$ cat src/rtl/johnson_pkg.sv
// Shared types and width-generic helpers for Johnson-coded state words.
// Helpers take codes zero-extended to MAX_W bits plus the real code width.
package johnson_pkg;

  localparam int ERR_CNT_W = 8;
  localparam int MAX_W     = 32;

  typedef enum logic [1:0] {
    HUNT   = 2'd0,
    CHECK  = 2'd1,
    LOCKED = 2'd2
  } state_t;

  // Legal means at most one 0/1 transition across adjacent bits, ignoring the wrap.
  function automatic logic johnson_legal(input logic [MAX_W-1:0] c, input int w);
    int trans;
    trans = 0;
    for (int i = 1; i < MAX_W; i++) begin
      if (i < w && c[i] != c[i-1]) trans++;
    end
    return (trans <= 1);
  endfunction

  function automatic logic [MAX_W-1:0] johnson_succ(input logic [MAX_W-1:0] c, input int w);
    logic [MAX_W-1:0] s;
    s = '0;
    for (int i = 1; i < MAX_W; i++) begin
      if (i < w) s[i] = c[i-1];
    end
    s[0] = ~c[w-1];
    return s;
  endfunction

  function automatic int johnson_index(input logic [MAX_W-1:0] c, input int w);
    int ones;
    ones = 0;
    for (int i = 0; i < MAX_W; i++) begin
      if (i < w && c[i]) ones++;
    end
    if (c[0] || ones == 0) return ones;
    return w + (w - ones);
  endfunction

endpackage

$ cat src/rtl/johnson_decode.sv
// Combinational Johnson decoder: legality, binary position and successor code.
module johnson_decode
  import johnson_pkg::*;
#(
  parameter  int N  = 4,
  localparam int IW = $clog2(2*N)
) (
  input  logic [N-1:0]  code,
  output logic          legal,
  output logic [IW-1:0] index,
  output logic [N-1:0]  succ
);

  logic [MAX_W-1:0] w_code_ext;

  assign w_code_ext = MAX_W'(code);

  always_comb begin
    legal = johnson_legal(w_code_ext, N);
    index = IW'(johnson_index(w_code_ext, N));
    succ  = N'(johnson_succ(w_code_ext, N));
  end

endmodule

$ cat src/rtl/johnson_rx.sv
// Johnson-code receiver: decodes samples, hunts for sequence lock and
// counts sequence errors seen while locked.
module johnson_rx
  import johnson_pkg::*;
#(
  parameter  int N        = 4,
  parameter  int LOCK_CNT = 4,
  localparam int IW       = $clog2(2*N)
) (
  input  logic                 clk,
  input  logic                 arst_n,
  input  logic                 en,
  input  logic [N-1:0]         code,
  output logic [IW-1:0]        index,
  output logic                 valid,
  output logic                 locked,
  output logic                 err,
  output logic [ERR_CNT_W-1:0] err_cnt
);

  localparam int CW = $clog2(LOCK_CNT + 1);

  state_t               r_state, w_state_n;
  logic [N-1:0]         r_prev, w_prev_n;
  logic [N-1:0]         r_prev_succ, w_prev_succ_n;
  logic [CW-1:0]        r_good, w_good_n, w_good_inc;
  logic [IW-1:0]        r_index, w_index_n;
  logic                 r_valid, w_valid_n;
  logic                 r_locked;
  logic                 r_err, w_err_n;
  logic [ERR_CNT_W-1:0] r_err_cnt, w_err_cnt_n;

  logic                 w_legal;
  logic [IW-1:0]        w_idx;
  logic [N-1:0]         w_succ;
  logic                 w_is_succ, w_is_hold;

  johnson_decode #(.N(N)) u_decode (
    .code  (code),
    .legal (w_legal),
    .index (w_idx),
    .succ  (w_succ)
  );

  // Successor of the last legal code is kept registered so the step test is a plain compare.
  assign w_is_succ  = (code == r_prev_succ);
  assign w_is_hold  = (code == r_prev);
  assign w_good_inc = r_good + 1'b1;

  always_comb begin
    w_state_n     = r_state;
    w_good_n      = r_good;
    w_prev_n      = r_prev;
    w_prev_succ_n = r_prev_succ;
    w_index_n     = r_index;
    w_valid_n     = r_valid;
    w_err_n       = 1'b0;
    w_err_cnt_n   = r_err_cnt;
    if (en) begin
      w_valid_n = w_legal;
      if (w_legal) begin
        w_index_n     = w_idx;
        w_prev_n      = code;
        w_prev_succ_n = w_succ;
      end
      case (r_state)
        HUNT: begin
          if (w_legal) begin
            w_state_n = CHECK;
            w_good_n  = '0;
          end
        end
        CHECK: begin
          if (!w_legal) begin
            w_state_n = HUNT;
            w_good_n  = '0;
          end else if (w_is_succ) begin
            if (w_good_inc == CW'(LOCK_CNT)) begin
              w_state_n = LOCKED;
              w_good_n  = '0;
            end else begin
              w_good_n = w_good_inc;
            end
          end else if (!w_is_hold) begin
            w_good_n = '0;
          end
        end
        LOCKED: begin
          if (!w_legal || !(w_is_succ || w_is_hold)) begin
            w_err_n     = 1'b1;
            w_err_cnt_n = (r_err_cnt == '1) ? r_err_cnt : r_err_cnt + 1'b1;
            w_state_n   = w_legal ? CHECK : HUNT;
            w_good_n    = '0;
          end
        end
        default: begin
          w_state_n = HUNT;
          w_good_n  = '0;
        end
      endcase
    end
  end

  always_ff @(posedge clk or negedge arst_n) begin
    if (!arst_n) begin
      r_state     <= HUNT;
      r_prev      <= '0;
      r_prev_succ <= N'(1);
      r_good      <= '0;
      r_index     <= '0;
      r_valid     <= 1'b0;
      r_locked    <= 1'b0;
      r_err       <= 1'b0;
      r_err_cnt   <= '0;
    end else begin
      r_state     <= w_state_n;
      r_prev      <= w_prev_n;
      r_prev_succ <= w_prev_succ_n;
      r_good      <= w_good_n;
      r_index     <= w_index_n;
      r_valid     <= w_valid_n;
      r_locked    <= (w_state_n == LOCKED);
      r_err       <= w_err_n;
      r_err_cnt   <= w_err_cnt_n;
    end
  end

  assign index   = r_index;
  assign valid   = r_valid;
  assign locked  = r_locked;
  assign err     = r_err;
  assign err_cnt = r_err_cnt;

endmodule

$ cat config.mk
export PLATFORM = sky130hd
export DESIGN_NAME = johnson_rx
export DESIGN_NICKNAME = d
export VERILOG_FILES = /design/src/rtl/johnson_pkg.sv /design/src/rtl/johnson_decode.sv /design/src/rtl/johnson_rx.sv
export SDC_FILE = /design/constraint.sdc
export NUM_CORES = 1
export LEC_CHECK = 0
export ABC_AREA = 1
export CAP_MARGIN = 10
export CORE_UTILIZATION = 50
export DETAILED_ROUTE_END_ITERATION = 16
export HOLD_SLACK_MARGIN = 0.03
export PLACE_DENSITY = 0.82
export SYNTH_ARGS = -nofsm -noshare
export SYNTH_HDL_FRONTEND = slang
export SYNTH_HIERARCHICAL = 1
export SYNTH_SLANG_ARGS = --single-unit
$ cat constraint.sdc
create_clock -name clk -period 1.5 [get_ports clk]
set_clock_uncertainty 0.05 [all_clocks]
set_input_delay 0.3 -clock clk [delete_from_list [all_inputs] [get_ports clk]]
set_output_delay 0.3 -clock clk [all_outputs]
set_load 0.005 [all_outputs]
-- Word level (Yosys, flattened, before mapping)
Index checks and enable logic that the tools add are counted.
- shift operators: 0
- multipliers: 0
- bitwise operators: 2
- $lt $le $gt $ge: 1
- div/mod/pow operators: 0
- equal/unequal tests: 13
- muxes and demuxes: 28
- $add $sub $neg: 9
- reduce and logical (&&, ||, !) cells: 10
- operators by type and width (cell ; number):
    $add A32 B2 Y32 const B ; 5
    $mux W32 ; 5
    $le A32 B2 Y1 const B ; 1
    $logic_not A32 Y1 ; 1
    $mux W3 ; 8
    $mux W2 ; 6
    $pmux W3 S3 ; 1
    $add A8 B1 Y8 const B ; 1
    $eq A4 B4 Y1 ; 2
    $eq A8 B8 Y1 const B ; 1
    $reduce_and A4 Y1 ; 2
    $mux W1 ; 7
    $pmux W2 S3 ; 1
    $eq A2 B2 Y1 const B ; 2
    $ne A2 B2 Y1 const B ; 2
    $ne A4 B4 Y1 const B ; 1
    $add A3 B1 Y3 const B ; 1
    $add A3 B3 Y3 const A ; 1
    $eq A3 B3 Y1 const B ; 1
    $logic_or A1 B1 Y1 ; 3
    $ne A1 B1 Y1 ; 3
    $sub A3 B3 Y3 const A ; 1
    $eq A2 B1 Y1 const B ; 1
    $logic_not A1 Y1 ; 2
    other kinds (3) ; 4
- memories: 0
- flip-flop bits (word level): 27
- input bits: 7
- logic and storage cells: 72
- bits in latches: 0
- output and inout port bits: 14
- memory bits (writable): 0
- ROM bits: 0

-- Depth between registers and ports, before layout
- depth after elaboration: 13
- mapped depth: 14
- mapped depth without buffers: 14

-- Hierarchy
The synthesis kept the hierarchy.
- modules (own cells, without submodules) (module ; times used ; area an instance (sq um) ; sequential area each (sq um) ; cells each):
    johnson_rx ; 1 ; 1430.1 ; 676.9 ; 184
    johnson_decode ; 1 ; 256.5 ; 0.0 ; 44

-- Least setup slack after synthesis
OpenSTA, ideal clock, no wires.
- path kind: input to register
- start: in code[0]
- end: reg r_index[1], in the netlist index[1]
- slack: -697 ps
- stages: 14
- data arrival time: 2022 ps
- buffers on the path: 0
- data required time: 1325 ps
- library setup time: 125 ps
- cells stage by stage: inv_1 > ha_1 > xnor2_1 > inv_1 > ha_1 > nand2_1 > nand2_1 > inv_1 > ha_1 > nand3_1 > nand2_1 > nand2_1 > nand2_1 > mux2_2
- longest elaborated chain between the ends: 11
- elaborated cells on any way between the ends: 22
- classes of those cells: add/sub: 7; order compare: 1; eq/ne: 1; mux: 10; reduce/logical: 3
- ends and longest elaborated chain (element ; RTL line ; RTL):
    from (decl) ; johnson_rx.sv:13 ; input logic [N-1:0] code,
    branches (longest 10 deep; another with $add A32 B2 Y32) ; - ;
    $mux W3 (*) ; johnson_pkg.sv:41 ; return w + (w - ones);
    via w_idx[1] ; johnson_rx.sv:34 ; logic [IW-1:0] w_idx;
    to (signal assigned) ; johnson_rx.sv:120 ; r_index <= w_index_n;
    to (decl) ; johnson_rx.sv:27 ; logic [IW-1:0] r_index, w_index_n;
Mark *: on every way through the listed nets, which the timed path passes.
A chain may end at the register's enable or synchronous reset.

-- Worst setup path in the final report
Same ends and word-level chain as after synthesis.

==> flow_metrics.tcl <==
set metrics [dict create \
    dieArea_um2 3610 \
    grt_overflow_total 0 \
    port_buffers 20 \
    switching_share_pct 35.9 \
    fin_util_pct 87.2 \
    cts_num_sinks 27 \
    wl_mm 6.12 \
    worstPathRequired_ps 1670 \
    via_count 1938 \
    antenna_found_initial 0 \
    slew_viol_final 0 \
    postCtsHoldBufs 0 \
    yosysTopAreaCell "dfrtp_1" \
    finalHoldViolCount 0 \
    htree_num_levels 1 \
    cts.reportedPaths.clkPinSlew_ps 150 \
    netlist_area_um2 1690 \
    ys_seq_area_share_pct 40.1 \
    rows 20 \
    tightest_slew_ps 448 \
    syn_inst 228 \
    start_kind "input pin" \
    layout_min_cycle_time_ps 1920 \
    post-route-period-util_pct 128 \
    dp_slack_ps -1200 \
    clk_latency_ps 340 \
    first_pass_iters 5 \
    coreArea_um2 3130 \
    finalPower_mw 2.19 \
    yosys_warnings 6 \
    max_cap_violations 0 \
    arrival_ps 2090 \
    grt_setup_unrepaired "true" \
    hold_path.class "input pin to asynchronous set/reset pin" \
    ys_top_cells_by_count "82 x nand2_1, 26 x dfrtp_1, 23 x inv_1" \
    internal-power_mw 1.40 \
    route.antenna.remaining_nets 0 \
    grt.total_usage_pct 29.8 \
    setup-violations-final 27 \
    numCtsBuffers 3 \
    comb_power_share_pct 43.6 \
    timing.final.ws_setup_ps -418 \
    dr.first_iter.drc_count 178 \
    post_drt_wl_per_cell_um 17.6 \
    grt_pass1_vias 1698 \
    clock_path_buffers 2 \
    die_w_um 60.1 \
    grt_max_degree 28 \
    n_antenna_cell 0 \
    status "finished, violations left" \
    gp_congestion 0.792 \
    synth_edf_count 0 \
    drive_gt1_share_pct 44.7 \
    syn_area_per_cell_um2 7.40 \
    tritoncts "yes" \
    die_h_um 60.1 \
    ys_top_cells_by_area "dfrtp_1 39%, nand2_1 18%, ha_1 6.7%" \
    synthMostInstantiatedCell "nand2_1" \
    synth-seq-cells 27 \
    slew_headroom_pct 70.1 \
    postSynthNetCount 244 \
    synth_ff_type "dfrtp_1" \
    synth_top_area_share_pct 38.6 \
    max_freq_mhz 521 \
    violations "setup timing" \
    r2r_cells 11 \
    num_io_pins 21 \
    start_util_pct 53.9 \
    critPathCaptureType "flip-flop" \
    syn2layout_area_growth_pct 61.8 \
    irDropWorstVdd_uv 733 \
    p_clk_share_pct 14.8 \
    crit_type "input pin to flip-flop" \
    grt_pass1_wl_mm 7.85 \
    p_seq_share_pct 41.6 \
    nets 321 \
    dp_hpwl_mm 2.59 \
    p_switching_mw 0.786 \
    power_density_nw_per_um2 802 \
    yosysUniqueCellTypes 27 \
    cts_root_buffer "clkbuf_4" \
    leakage_nw 1.43 \
    cp_max_fo 2 \
    avgViaCountPerCell 5.57 \
    async_flop_share_pct 100 \
    drc 0 \
]
==> power groups by stage <==
| stage | sequential (mW) | clock, mW | combinational [mW] |
|---|---|---|---|
| after floorplan | 0.897 | 0 | 0.332 |
| after global placement | 0.896 | 0 | 0.633 |
| after detailed placement | 0.902 | 0 | 0.658 |
| after CTS | 0.887 | 0.326 | 0.736 |
| after global routing | 0.913 | 0.348 | 1.02 |
| final | 0.910 | 0.323 | 0.954 |
==> kinds of logic (layout without fill, tap and decap cells) <==
group	after synthesis	count (layout)	synth area share, %
and+or+nand+nor	125	126	31.5
AOI/OAI and AO/OA	20	20	6.23
DFF	27	27	40.1
muxes	3	3	2.00
xor gates and xnor gates	8	8	4.15
buffers and inverters	36	111	9.35
adders and majority gates	9	9	6.68
==> registers in the layout, indices dropped and copies added (netlist names) <==
name and cells:
err 1, err_cnt 8, index 3, locked 1, r_good 3, r_prev 4
r_prev_succ 4, r_state 2, valid 1
==> worst max-delay path, stage by stage <==
cell,delay [ps]
buf_8,80
clkinvlp_4,100
ha_4,300
xnor2_2,120
buf_4,140
xor2_1,250
inv_1,140
ha_4,200
nand3_4,60
nand2_2,50
nand2_1,50
nand2_1,40
mux2_4,270
==> final cells by class <==
cell class	instances	area, µm²
clock buffer	4	26.3
fill	144	399
inverter	30	119
multi-input combinational	166	1150
sequential	27	678
tap	44	55.1
timing repair buffer	77	699
==> through the flow <==
stage | setup TNS [ps] | hold slack [ps] | instance area [µm²] | cells
after floorplan | -4070 | -45.6 | 1730 | 228
after global placement | -23730 | 415 | 2210 | 318
after detailed placement | -25910 | 431 | 2210 | 318
after CTS | -4150 | 246 | 2490 | 341
after global routing | -6720 | 238 | 2730 | 348
final | -5820 | 236 | 2730 | 348
==> cells in the final DEF, fill, tap and decap left out, drive strengths merged <==
| cell type | count |
|---|---|
| clkdlybuf4s50 | 2 |
| ha | 9 |
| nand3b | 2 |
| nand4 | 1 |
| nand2 | 85 |
| nor3b | 1 |
| or2 | 1 |
| nand3 | 13 |
| nor3 | 2 |
| a31oi | 1 |
| xor2 | 2 |
| xnor2 | 6 |
| mux2 | 3 |
| nor2 | 21 |
| clkinvlp | 1 |
| dfstp | 1 |
| clkdlybuf4s15 | 1 |
| o21ai | 12 |
| inv | 29 |
| buf | 58 |
| a32oi | 1 |
| dlygate4sd2 | 12 |
| a21oi | 6 |
| clkbuf | 8 |
| dfrtp | 26 |
==> layer usage <==
layer,vias to the layer above,track usage (%),routed length (µm)
li1,861,-,-
met3,26,6.06,373
met2,118,54.4,3270
met1,933,35.4,2320
met5,-,0,0
met4,0,7.64,163
==> worst paths after layout <==
check                                    start             end  slack [ps]
worst min-delay path                    arst_n  r_prev_succ[3]         240
min in group clk                       code[3]       r_prev[3]         330
worst max-delay path                   code[0]        index[1]        -420
worst max register to register  r_prev_succ[0]      err_cnt[6]        -240
worst min register to register           valid           valid         470
max in group asynchronous               arst_n  r_prev_succ[0]         910
==> what timing repair did <==
item	in CTS	in global routing
buffers inserted	18	8
gates resized for setup	70	57
cloned	1	1
endpoints found under the setup margin	41	29
pin swaps	17	22
Power figures use the tool's default switching activity.
